[src/rtl/acq_pkg.sv]
// Shared command encodings and FSM state type for the acquisition command scheduler.
// The 1-bit queue entry encoding is also used by the readout request path.
package acq_pkg;

  localparam logic [7:0] CMD_WAVE  = 8'h77;
  localparam logic [7:0] CMD_FIR   = 8'h69;
  localparam logic [7:0] CMD_ABORT = 8'h78;

  localparam logic ACQ_WAVE = 1'b0;
  localparam logic ACQ_FIR  = 1'b1;

  typedef enum logic [1:0] {
    ST_IDLE    = 2'd0,
    ST_ACQ     = 2'd1,
    ST_HOLDOFF = 2'd2
  } acq_state_t;

endpackage

[src/rtl/acq_cmd_fifo.sv]
// 1-bit synchronous FIFO with occupancy count, flush, and same-edge push/pop.
// A push while full is accepted only when a pop frees a slot on that edge.
module acq_cmd_fifo #(
  parameter int DEPTH_LOG2 = 2
) (
  input  logic                  clk,
  input  logic                  reset,
  input  logic                  flush,
  input  logic                  push,
  input  logic                  push_data,
  input  logic                  pop,
  output logic                  pop_data,
  output logic                  full,
  output logic                  empty,
  output logic [DEPTH_LOG2:0]   count
);

  localparam int DEPTH = 1 << DEPTH_LOG2;

  logic [DEPTH-1:0]      r_mem;
  logic [DEPTH_LOG2-1:0] r_wr_ptr;
  logic [DEPTH_LOG2-1:0] r_rd_ptr;
  logic [DEPTH_LOG2:0]   r_count;
  logic                  w_do_push;
  logic                  w_do_pop;

  assign empty     = (r_count == '0);
  assign full      = (r_count == (DEPTH_LOG2 + 1)'(DEPTH));
  assign count     = r_count;
  assign pop_data  = r_mem[r_rd_ptr];
  assign w_do_pop  = pop && !empty;
  assign w_do_push = push && (!full || w_do_pop);

  always_ff @(posedge clk) begin
    if (w_do_push) r_mem[r_wr_ptr] <= push_data;
  end

  always_ff @(posedge clk) begin
    if (reset || flush) begin
      r_wr_ptr <= '0;
      r_rd_ptr <= '0;
      r_count  <= '0;
    end else begin
      if (w_do_push) r_wr_ptr <= r_wr_ptr + 1'b1;
      if (w_do_pop)  r_rd_ptr <= r_rd_ptr + 1'b1;
      case ({w_do_push, w_do_pop})
        2'b10:   r_count <= r_count + 1'b1;
        2'b01:   r_count <= r_count - 1'b1;
        default: r_count <= r_count;
      endcase
    end
  end

endmodule

[src/rtl/acq_cmd_scheduler.sv]
// Decodes w/i/x command bytes, queues capture requests and drives one active-low
// acquire strobe at a time, using any wavenum change as the completion handshake.
module acq_cmd_scheduler
  import acq_pkg::*;
#(
  parameter int TIMEOUT_CYCLES = 72170,
  parameter int HOLDOFF_CYCLES = 16,
  parameter int QDEPTH_LOG2    = 2
) (
  input  logic        clk,
  input  logic        reset,
  input  logic        rx_valid,
  input  logic [7:0]  rx_data,
  input  logic [15:0] wavenum,
  output logic        acquireWave,
  output logic        acquireFIR,
  output logic        busy,
  output logic [7:0]  last_cmd,
  output logic        cmd_dropped,
  output logic        unknown_cmd,
  output logic        timeout_err
);

  localparam int TW = $clog2(TIMEOUT_CYCLES);
  localparam int HW = (HOLDOFF_CYCLES > 1) ? $clog2(HOLDOFF_CYCLES) : 1;

  acq_state_t           r_state;
  logic [15:0]          r_start_wn;
  logic [TW-1:0]        r_tcnt;
  logic [HW-1:0]        r_hcnt;
  logic                 r_acq_wave;
  logic                 r_acq_fir;
  logic [7:0]           r_last_cmd;
  logic                 r_cmd_dropped;
  logic                 r_unknown;
  logic                 r_timeout;

  logic                 w_is_wave;
  logic                 w_is_fir;
  logic                 w_abort;
  logic                 w_push;
  logic                 w_pop;
  logic                 w_drop;
  logic                 w_accept;
  logic                 w_head;
  logic                 w_full;
  logic                 w_empty;
  logic [QDEPTH_LOG2:0] w_count;

  assign w_is_wave = rx_valid && (rx_data == CMD_WAVE);
  assign w_is_fir  = rx_valid && (rx_data == CMD_FIR);
  assign w_abort   = rx_valid && (rx_data == CMD_ABORT);
  assign w_push    = w_is_wave || w_is_fir;
  // An abort arriving while IDLE would pop a request that the flush is discarding.
  assign w_pop     = (r_state == ST_IDLE) && (w_count != '0) && !w_abort;
  assign w_drop    = w_push && w_full && !w_pop;
  assign w_accept  = w_abort || (w_push && !w_drop);

  acq_cmd_fifo #(.DEPTH_LOG2(QDEPTH_LOG2)) u_fifo (
    .clk       (clk),
    .reset     (reset),
    .flush     (w_abort),
    .push      (w_push),
    .push_data (w_is_fir ? ACQ_FIR : ACQ_WAVE),
    .pop       (w_pop),
    .pop_data  (w_head),
    .full      (w_full),
    .empty     (w_empty),
    .count     (w_count)
  );

  always_ff @(posedge clk) begin
    if (reset) begin
      r_state       <= ST_IDLE;
      r_start_wn    <= '0;
      r_tcnt        <= '0;
      r_hcnt        <= '0;
      r_acq_wave    <= 1'b1;
      r_acq_fir     <= 1'b1;
      r_last_cmd    <= '0;
      r_cmd_dropped <= 1'b0;
      r_unknown     <= 1'b0;
      r_timeout     <= 1'b0;
    end else begin
      r_cmd_dropped <= w_drop;
      r_unknown     <= rx_valid && !w_push && !w_abort;
      r_timeout     <= 1'b0;
      if (w_accept) r_last_cmd <= rx_data;
      case (r_state)
        ST_IDLE: begin
          if (w_pop) begin
            r_start_wn <= wavenum;
            r_tcnt     <= '0;
            r_acq_wave <= (w_head != ACQ_WAVE);
            r_acq_fir  <= (w_head != ACQ_FIR);
            r_state    <= ST_ACQ;
          end
        end
        ST_ACQ: begin
          // Completion wins over a timeout landing on the same edge.
          if (w_abort || (wavenum != r_start_wn)) begin
            r_acq_wave <= 1'b1;
            r_acq_fir  <= 1'b1;
            r_hcnt     <= '0;
            r_state    <= ST_HOLDOFF;
          end else if (r_tcnt == TW'(TIMEOUT_CYCLES - 1)) begin
            r_acq_wave <= 1'b1;
            r_acq_fir  <= 1'b1;
            r_timeout  <= 1'b1;
            r_hcnt     <= '0;
            r_state    <= ST_HOLDOFF;
          end else begin
            r_tcnt <= r_tcnt + 1'b1;
          end
        end
        ST_HOLDOFF: begin
          if (r_hcnt == HW'(HOLDOFF_CYCLES - 1)) r_state <= ST_IDLE;
          else r_hcnt <= r_hcnt + 1'b1;
        end
        default: r_state <= ST_IDLE;
      endcase
    end
  end

  assign acquireWave = r_acq_wave;
  assign acquireFIR  = r_acq_fir;
  assign busy        = (r_state != ST_IDLE) || !w_empty;
  assign last_cmd    = r_last_cmd;
  assign cmd_dropped = r_cmd_dropped;
  assign unknown_cmd = r_unknown;
  assign timeout_err = r_timeout;

endmodule
[config.mk]
export PLATFORM = sky130hd
export DESIGN_NAME = acq_cmd_scheduler
export DESIGN_NICKNAME = d
export VERILOG_FILES = /design/src/rtl/acq_pkg.sv /design/src/rtl/acq_cmd_fifo.sv /design/src/rtl/acq_cmd_scheduler.sv
export SDC_FILE = /design/constraint.sdc
export NUM_CORES = 1
export LEC_CHECK = 0
export ABC_AREA = 0
export CORE_MARGIN = 10
export CORE_UTILIZATION = 25
export CTS_CLUSTER_DIAMETER = 30
export CTS_CLUSTER_SIZE = 24
export DETAILED_ROUTE_END_ITERATION = 6
export PLACE_DENSITY = 0.53
export SYNTH_ARGS = -nofsm -noshare
export SYNTH_HDL_FRONTEND = slang
export SYNTH_SLANG_ARGS = --single-unit
[constraint.sdc]
create_clock -name clk -period 3 [get_ports clk]
set_clock_uncertainty 0.15 [all_clocks]
set_input_delay 0.6 -clock clk [delete_from_list [all_inputs] [get_ports clk]]
set_output_delay 0.6 -clock clk [all_outputs]
set_load 0.01 [all_outputs]
==> results.py, run 1 <==
metrics = {
    "power_and_ir_drop": {
        "internal_power_w": 0.00181,
        "swShare": 0.284,
        "power_frac_seq": 0.388,
        "pwr-share-comb": 0.208,
        "p_per_area_mw_per_mm2": 621,
        "p_clk_frac": 0.404,
        "p_leak_nw": 1.50,
        "switching_power_w": 0.000719,
        "peakVddDrop_uv": 257,
    },
    "grt": {
        "antenna_found_initial": 0,
        "grt_overflow": 0,
        "grt_max_degree": 32,
        "grt_pass1_vias": 2822,
        "grt_pass1_wl_um": 13800,
        "grt_usage": 0.0940,
    },
    "sta": {
        "fmax_mhz": 355,
        "final-setup-viol-count": 0,
        "tightest_slew_ns": 0.556,
        "period_share": 0.939,
        "fin_hold_ws_ns": 0.314,
        "slew_viol_final": 0,
        "fin_crit_ns": 2.82,
        "hold_viol": 0,
        "setup_slack_ns": 0.182,
        "worst_slew_margin_rel": 0.626,
        "rsz0062_at_grt": "false",
    },
    "logic_synthesis": {
        "avgSynthCellArea_um2": 8.65,
        "synth_top_area_frac": 0.378,
        "synth_fp_nets": 397,
        "yosysSeqAreaShare": 0.417,
        "ys_async_sr_fraction": 0,
        "synth_top_cell_by_area": "dfxtp_1",
        "synth_ff_type": "dfxtp_1",
        "synth.distinct_cells": 51,
        "synth.area.top_cells": "dfxtp_1, nand2_1, xor2_1",
        "synth_edf_count": 4,
        "syn-cell-area_mm2": 0.00312,
        "ys_seq_elements": 63,
        "yosys_warnings": 0,
        "synthCells": 361,
    },
    "job": {
        "maxCapViolations": 0,
    },
    "routing": {
        "vias": 2781,
        "first_pass_iters": 5,
        "antenna_left": 0,
        "drcViolationCount": 0,
        "routed_wl_um": 7950,
        "drt_iter0_drc": 100,
        "viasPerCell": 4.78,
        "wire_per_inst_um": 13.7,
    },
    "die": {
        "rows": 40,
        "dieWidth_um": 132,
        "coreArea_mm2": 0.0121,
        "die_y_um": 132,
        "ioPinCount": 41,
        "start_util": 0.258,
        "die_area_mm2": 0.0174,
    },
    "clock_tree": {
        "cts_buffer_depth": 2,
        "cts-hold-fix-buffers": 0,
        "clkLatencyLatePin_ns": 0.33,
        "clockRootBuffer": "clkbuf_16",
        "cts-htree-levels": 3,
        "cts_tree": "done",
        "path_clk_slew_ns": 0.05,
        "clock_sinks": 63,
        "cts_made_buffers": 9,
    },
    "final_layout": {
        "layout-drive-gt1-share": 0.0966,
        "layout_commonest_cell": "dfxtp_1",
        "final_nets": 445,
        "multi_input_area_mm2": 0.00173,
        "stdcell_area_mm2": 0.00408,
        "final_cell_mix": "dfxtp_1, nand2_1, clkdlybuf4s50_1",
        "n_antenna_cell": 0,
        "nFillCells": 1304,
        "area_growth_pct": 30.6,
        "regArea_mm2": 0.00130,
    },
    "setup_path": {
        "crit_type": "in2reg",
        "cp-end-kind": "register",
        "crit_fanout": 4,
        "startpoint_type": "primary input",
        "arrival_ns": 2.87,
        "critical_path_required_ns": 3.06,
    },
    "placed_design": {
        "dp_slack_ns": -0.296,
        "gp_congestion": 0.771,
        "io_buffer_count": 40,
        "dpl_cell_area_mm2": 0.00376,
        "hpwl_um": 5820,
    },
    "status": {
        "status": "completed",
    },
    "min_path": {
        "hold_path_class": "reg2reg",
    },
}
-- power by group through the flow --
| stage | clock network (W) | registers, W | logic, W |
|---|---|---|---|
| floorplan | 0 | 0.000991 | 0.000342 |
| global placement | 0 | 0.000997 | 0.000525 |
| detailed placement | 0 | 0.00100 | 0.000533 |
| CTS | 0.00105 | 0.000982 | 0.000536 |
| global route | 0.00109 | 0.000994 | 0.000597 |
| finish | 0.00102 | 0.000982 | 0.000528 |
-- stage by stage --
stage / util / total power (W) / setup TNS (ns) / std cells
6_report: 0.337 / 0.00253 / 0 / 582
5_1_grt: 0.337 / 0.00268 / 0 / 582
4_1_cts: 0.335 / 0.00257 / 0 / 582
3_5_place_dp: 0.311 / 0.00153 / -0.391 / 566
3_3_place_gp: 0.311 / 0.00152 / -0.268 / 566
2_1_floorplan: - / 0.00133 / 0 / 361
-- sequential cells by signal, summed over array words and instances, names as in the netlist --
signal	flops
r_tcnt	17
r_start_wn	16
last_cmd	8
r_hcnt	4
u_fifo.r_mem	4
u_fifo.count	3
r_state	2
u_fifo.r_rd_ptr	2
u_fifo.r_wr_ptr	2
acquireFIR	1
acquireWave	1
cmd_dropped	1
timeout_err	1
unknown_cmd	1
-- synthesized netlist by cell type, types with 6 or more instances --
cell      instances
dfxtp_1          59
nand2_1          57
a21oi_1          30
nor2_1           20
xor2_1           19
nand4_1          16
nor3_1           14
clkbuf_1         11
nand3_1          11
nand2b_1          9
nor4_1            9
ha_1              8
and3_1            7
o21ai_0           7
and2_1            6
mux2i_1           6
-- logic make-up (layout without fill, tap and decap cells) --
logic type | count (synthesis) | after routing | share of synthesized area
adder cells (fa/ha/maj) | 9 | 9 | 0.0385
AO/OA/AOI/OAI | 60 | 60 | 0.120
flip-flops | 63 | 63 | 0.417
buffers and inverters | 24 | 77 | 0.0341
multiplexers | 7 | 7 | 0.0264
AND/OR/NAND/NOR | 175 | 175 | 0.300
XOR/XNOR | 23 | 23 | 0.0645
-- layer usage --
| metal | GRT usage | vias up | share of wire |
|---|---|---|---|
| li1 | - | 1407 | - |
| met1 | 0.111 | 1317 | 0.45 |
| met3 | 0.0370 | 8 | 0.067 |
| met4 | 0.0334 | 0 | 0.012 |
| met2 | 0.152 | 49 | 0.47 |
| met5 | 0 | - | 0 |
-- worst paths after layout --
path / from / end / slack, ns / cells past startpoint
setup reg to reg: u_fifo.count[0] / u_fifo.count[2] / 0.53 / 10
setup / recovery: rx_data[3] / u_fifo.count[2] / 0.18 / 11
hold / removal: last_cmd[0] / last_cmd[0] / 0.31 / 2
hold reg to reg: last_cmd[0] / last_cmd[0] / 0.31 / 2
-- cell type report --
type,instances,share of cell area
clock buffers,13,0.0614
clock inverters,3,0.0104
inverters,6,0.00552
multi-input cells,274,0.424
flip-flops and latches,63,0.319
well taps,168,0.0515
repair buffers,55,0.128
-- what timing repair did --
action	in CTS	in global routing
endpoints found under the setup margin	0	2
resized for setup	0	5
hold endpoints to repair	0	0
setup buffers	0	0
-- critical path, stage by stage --
cell and delay (ns):
clkdlybuf4s50_1 0.52, nor4b_4 0.23, o211ai_1 0.14, a31oi_1 0.19
inv_1 0.09, ha_1 0.23, fa_1 0.44, xnor2_1 0.13
nor2_1 0.12, xnor2_1 0.14, nor2_1 0.05
(Power assumes the default switching activity.)
==> run 2: changes to the inputs <==
--- a/config.mk
+++ b/config.mk
@@ -11,7 +11,7 @@
 export CTS_CLUSTER_DIAMETER = 30
 export CTS_CLUSTER_SIZE = 24
 export DETAILED_ROUTE_END_ITERATION = 6
-export PLACE_DENSITY = 0.53
+export PLACE_DENSITY = 0.55
 export SYNTH_ARGS = -nofsm -noshare
 export SYNTH_HDL_FRONTEND = slang
 export SYNTH_SLANG_ARGS = --single-unit
==> constraint.sdc (replaced) <==
create_clock -name clk -period 2.5 [get_ports clk]
set_clock_uncertainty 0.15 [all_clocks]
set_input_delay 0.5 -clock clk [delete_from_list [all_inputs] [get_ports clk]]
set_output_delay 0.5 -clock clk [all_outputs]
set_load 0.01 [all_outputs]
==> results.py, run 2 (synthesis results as in run 1) <==
metrics = {
    "grt": {
        "antenna_found_initial": 0,
        "grt_pass1_wl_um": 13700,
        "grt_overflow": 0,
        "grt_max_degree": 22,
        "grt_pass1_vias": 2872,
        "grt_usage": 0.0933,
    },
    "routing": {
        "antenna_left": 0,
        "routed_wl_um": 8020,
        "drt_iter0_drc": 90,
        "vias": 2855,
        "viasPerCell": 4.75,
        "first_pass_iters": 6,
        "wire_per_inst_um": 13.3,
        "drcViolationCount": 0,
    },
    "die": {
        "die_y_um": 132,
        "rows": 40,
        "coreArea_mm2": 0.0121,
        "dieWidth_um": 132,
        "die_area_mm2": 0.0174,
        "start_util": 0.258,
        "ioPinCount": 41,
    },
    "clock_tree": {
        "cts_tree": "done",
        "cts_made_buffers": 9,
        "path_clk_slew_ns": 0.05,
        "cts-htree-levels": 3,
        "clkLatencyLatePin_ns": 0.32,
        "clock_sinks": 63,
        "cts_buffer_depth": 2,
        "cts_setup_buffers": 0,
        "clockRootBuffer": "clkbuf_16",
    },
    "sta": {
        "fin_crit_ns": 2.40,
        "worst_slew_margin_rel": 0.630,
        "fin_setup_tns_ns": 0,
        "period_share": 0.961,
        "final-setup-viol-count": 0,
        "tightest_slew_ns": 0.555,
        "hold_viol": 0,
        "slew_viol_final": 0,
        "fin_hold_ws_ns": 0.314,
        "setup_slack_ns": 0.0972,
        "fmax_mhz": 416,
    },
    "setup_path": {
        "crit_fanout": 21,
        "arrival_ns": 2.51,
        "crit_type": "in2reg",
        "critical_path_required_ns": 2.60,
        "slowest_stage": "or4_1",
        "cp-end-kind": "register",
        "cp_cell_sequence": "clkdlybuf4s50_1 > xor2_1 > nor4_1 > buf_4 > nand4_1 > buf_6 > or4_1 > a21oi_1",
        "r2r_end": "u_fifo.count[2]",
        "startpoint_type": "primary input",
        "slowest_delay_ns": 0.51,
        "r2r_slack_ns": 0.18,
        "r2r_start": "r_state[1]",
        "r2r_cells": 10,
    },
    "final_layout": {
        "layout-drive-gt1-share": 0.164,
        "multi_input_area_mm2": 0.00178,
        "final_cell_mix": "dfxtp_1, nand2_1, buf_4",
        "nFillCells": 1272,
        "layout_commonest_cell": "dfxtp_1",
        "regArea_mm2": 0.00130,
        "stdcell_area_mm2": 0.00427,
        "n_antenna_cell": 0,
        "largest_reg_flops": 17,
        "fin_util": 0.353,
        "area_growth_pct": 36.8,
        "final_nets": 464,
        "largest-register": "r_tcnt",
    },
    "placed_design": {
        "gp_congestion": 0.809,
        "dpl_cell_area_mm2": 0.00396,
        "hpwl_um": 5920,
        "dp_slack_ns": -0.507,
        "io_buffer_count": 40,
    },
    "min_path": {
        "hold_path_class": "reg2reg",
        "whs_path_depth": 2,
        "min_to": "last_cmd[0]",
        "min_from": "last_cmd[0]",
    },
    "status": {
        "status": "completed",
    },
    "power_and_ir_drop": {
        "peakVddDrop_uv": 304,
        "p_per_area_mw_per_mm2": 730,
        "p_leak_nw": 1.62,
    },
    "job": {
        "maxCapViolations": 0,
    },
}
## run 2: cell types whose count changed in the layout (fill, tap and decap cells not counted), moves of 2 or more
cell,previous run,this run
buf_4,15,32
clkbuf_1,3,1
clkbuf_2,0,3
clkdlybuf4s50_1,37,31
clkinv_2,1,3
dlymetal6s2s_1,3,5
## run 2: cell type report
cell class	instances	share of cell area
clock inverter	6	0.0143
tap	168	0.0492
timing repair buffer	74	0.157
multi-input combinational	274	0.416
clock buffer	10	0.0536
inverter	6	0.00527
sequential	63	0.305
## run 2: worst max-delay path by stage
stage,start,endpoint,slack (ns),cells after the start
after floorplan,rx_data[7],u_fifo.count[2],0.04,11
after global placement,rx_data[2],u_fifo.count[2],-0.43,11
after detailed placement,rx_data[2],u_fifo.count[2],-0.51,11
after CTS,rx_valid,u_fifo.count[2],0.002,11
after global routing,wavenum[4],r_tcnt[3],-0.001,7
final,wavenum[9],r_tcnt[3],0.1,8
## run 2: report_power, final
group	switching, W	internal, W
Clock	0.000444	0.000767
Combinational	0.000393	0.000340
Sequential	0.0000670	0.00111
Total	0.000904	0.00221
## run 2: stage by stage
step	total power, W	instances
floorplan	0.00164	361
global placement	0.00192	585
detailed placement	0.00194	585
CTS	0.00316	601
global route	0.00329	601
finish	0.00312	601
## run 2: layer usage
layer  global-route usage  vias up  wire [µm]
li1                     -     1440          -
met1                0.108     1346       3500
met2                0.158       58       3960
met3               0.0271       11        442
met4               0.0365        0        112
met5                    0        -          0
## run 2: critical path: cells and delay by family
kind | cells | cell delay [ns]
AOI/OAI and AO/OA | 1 | 0.16
buffers and inverters | 3 | 0.78
xor gates and xnor gates | 1 | 0.15
and+or+nand+nor | 3 | 0.90
## run 2: timing repair
item / in CTS / in global routing
endpoints found under the setup margin: 1 / 6
gates resized for setup: 5 / 16
pin swaps: 4 / 12
hold buffers: 0 / 0
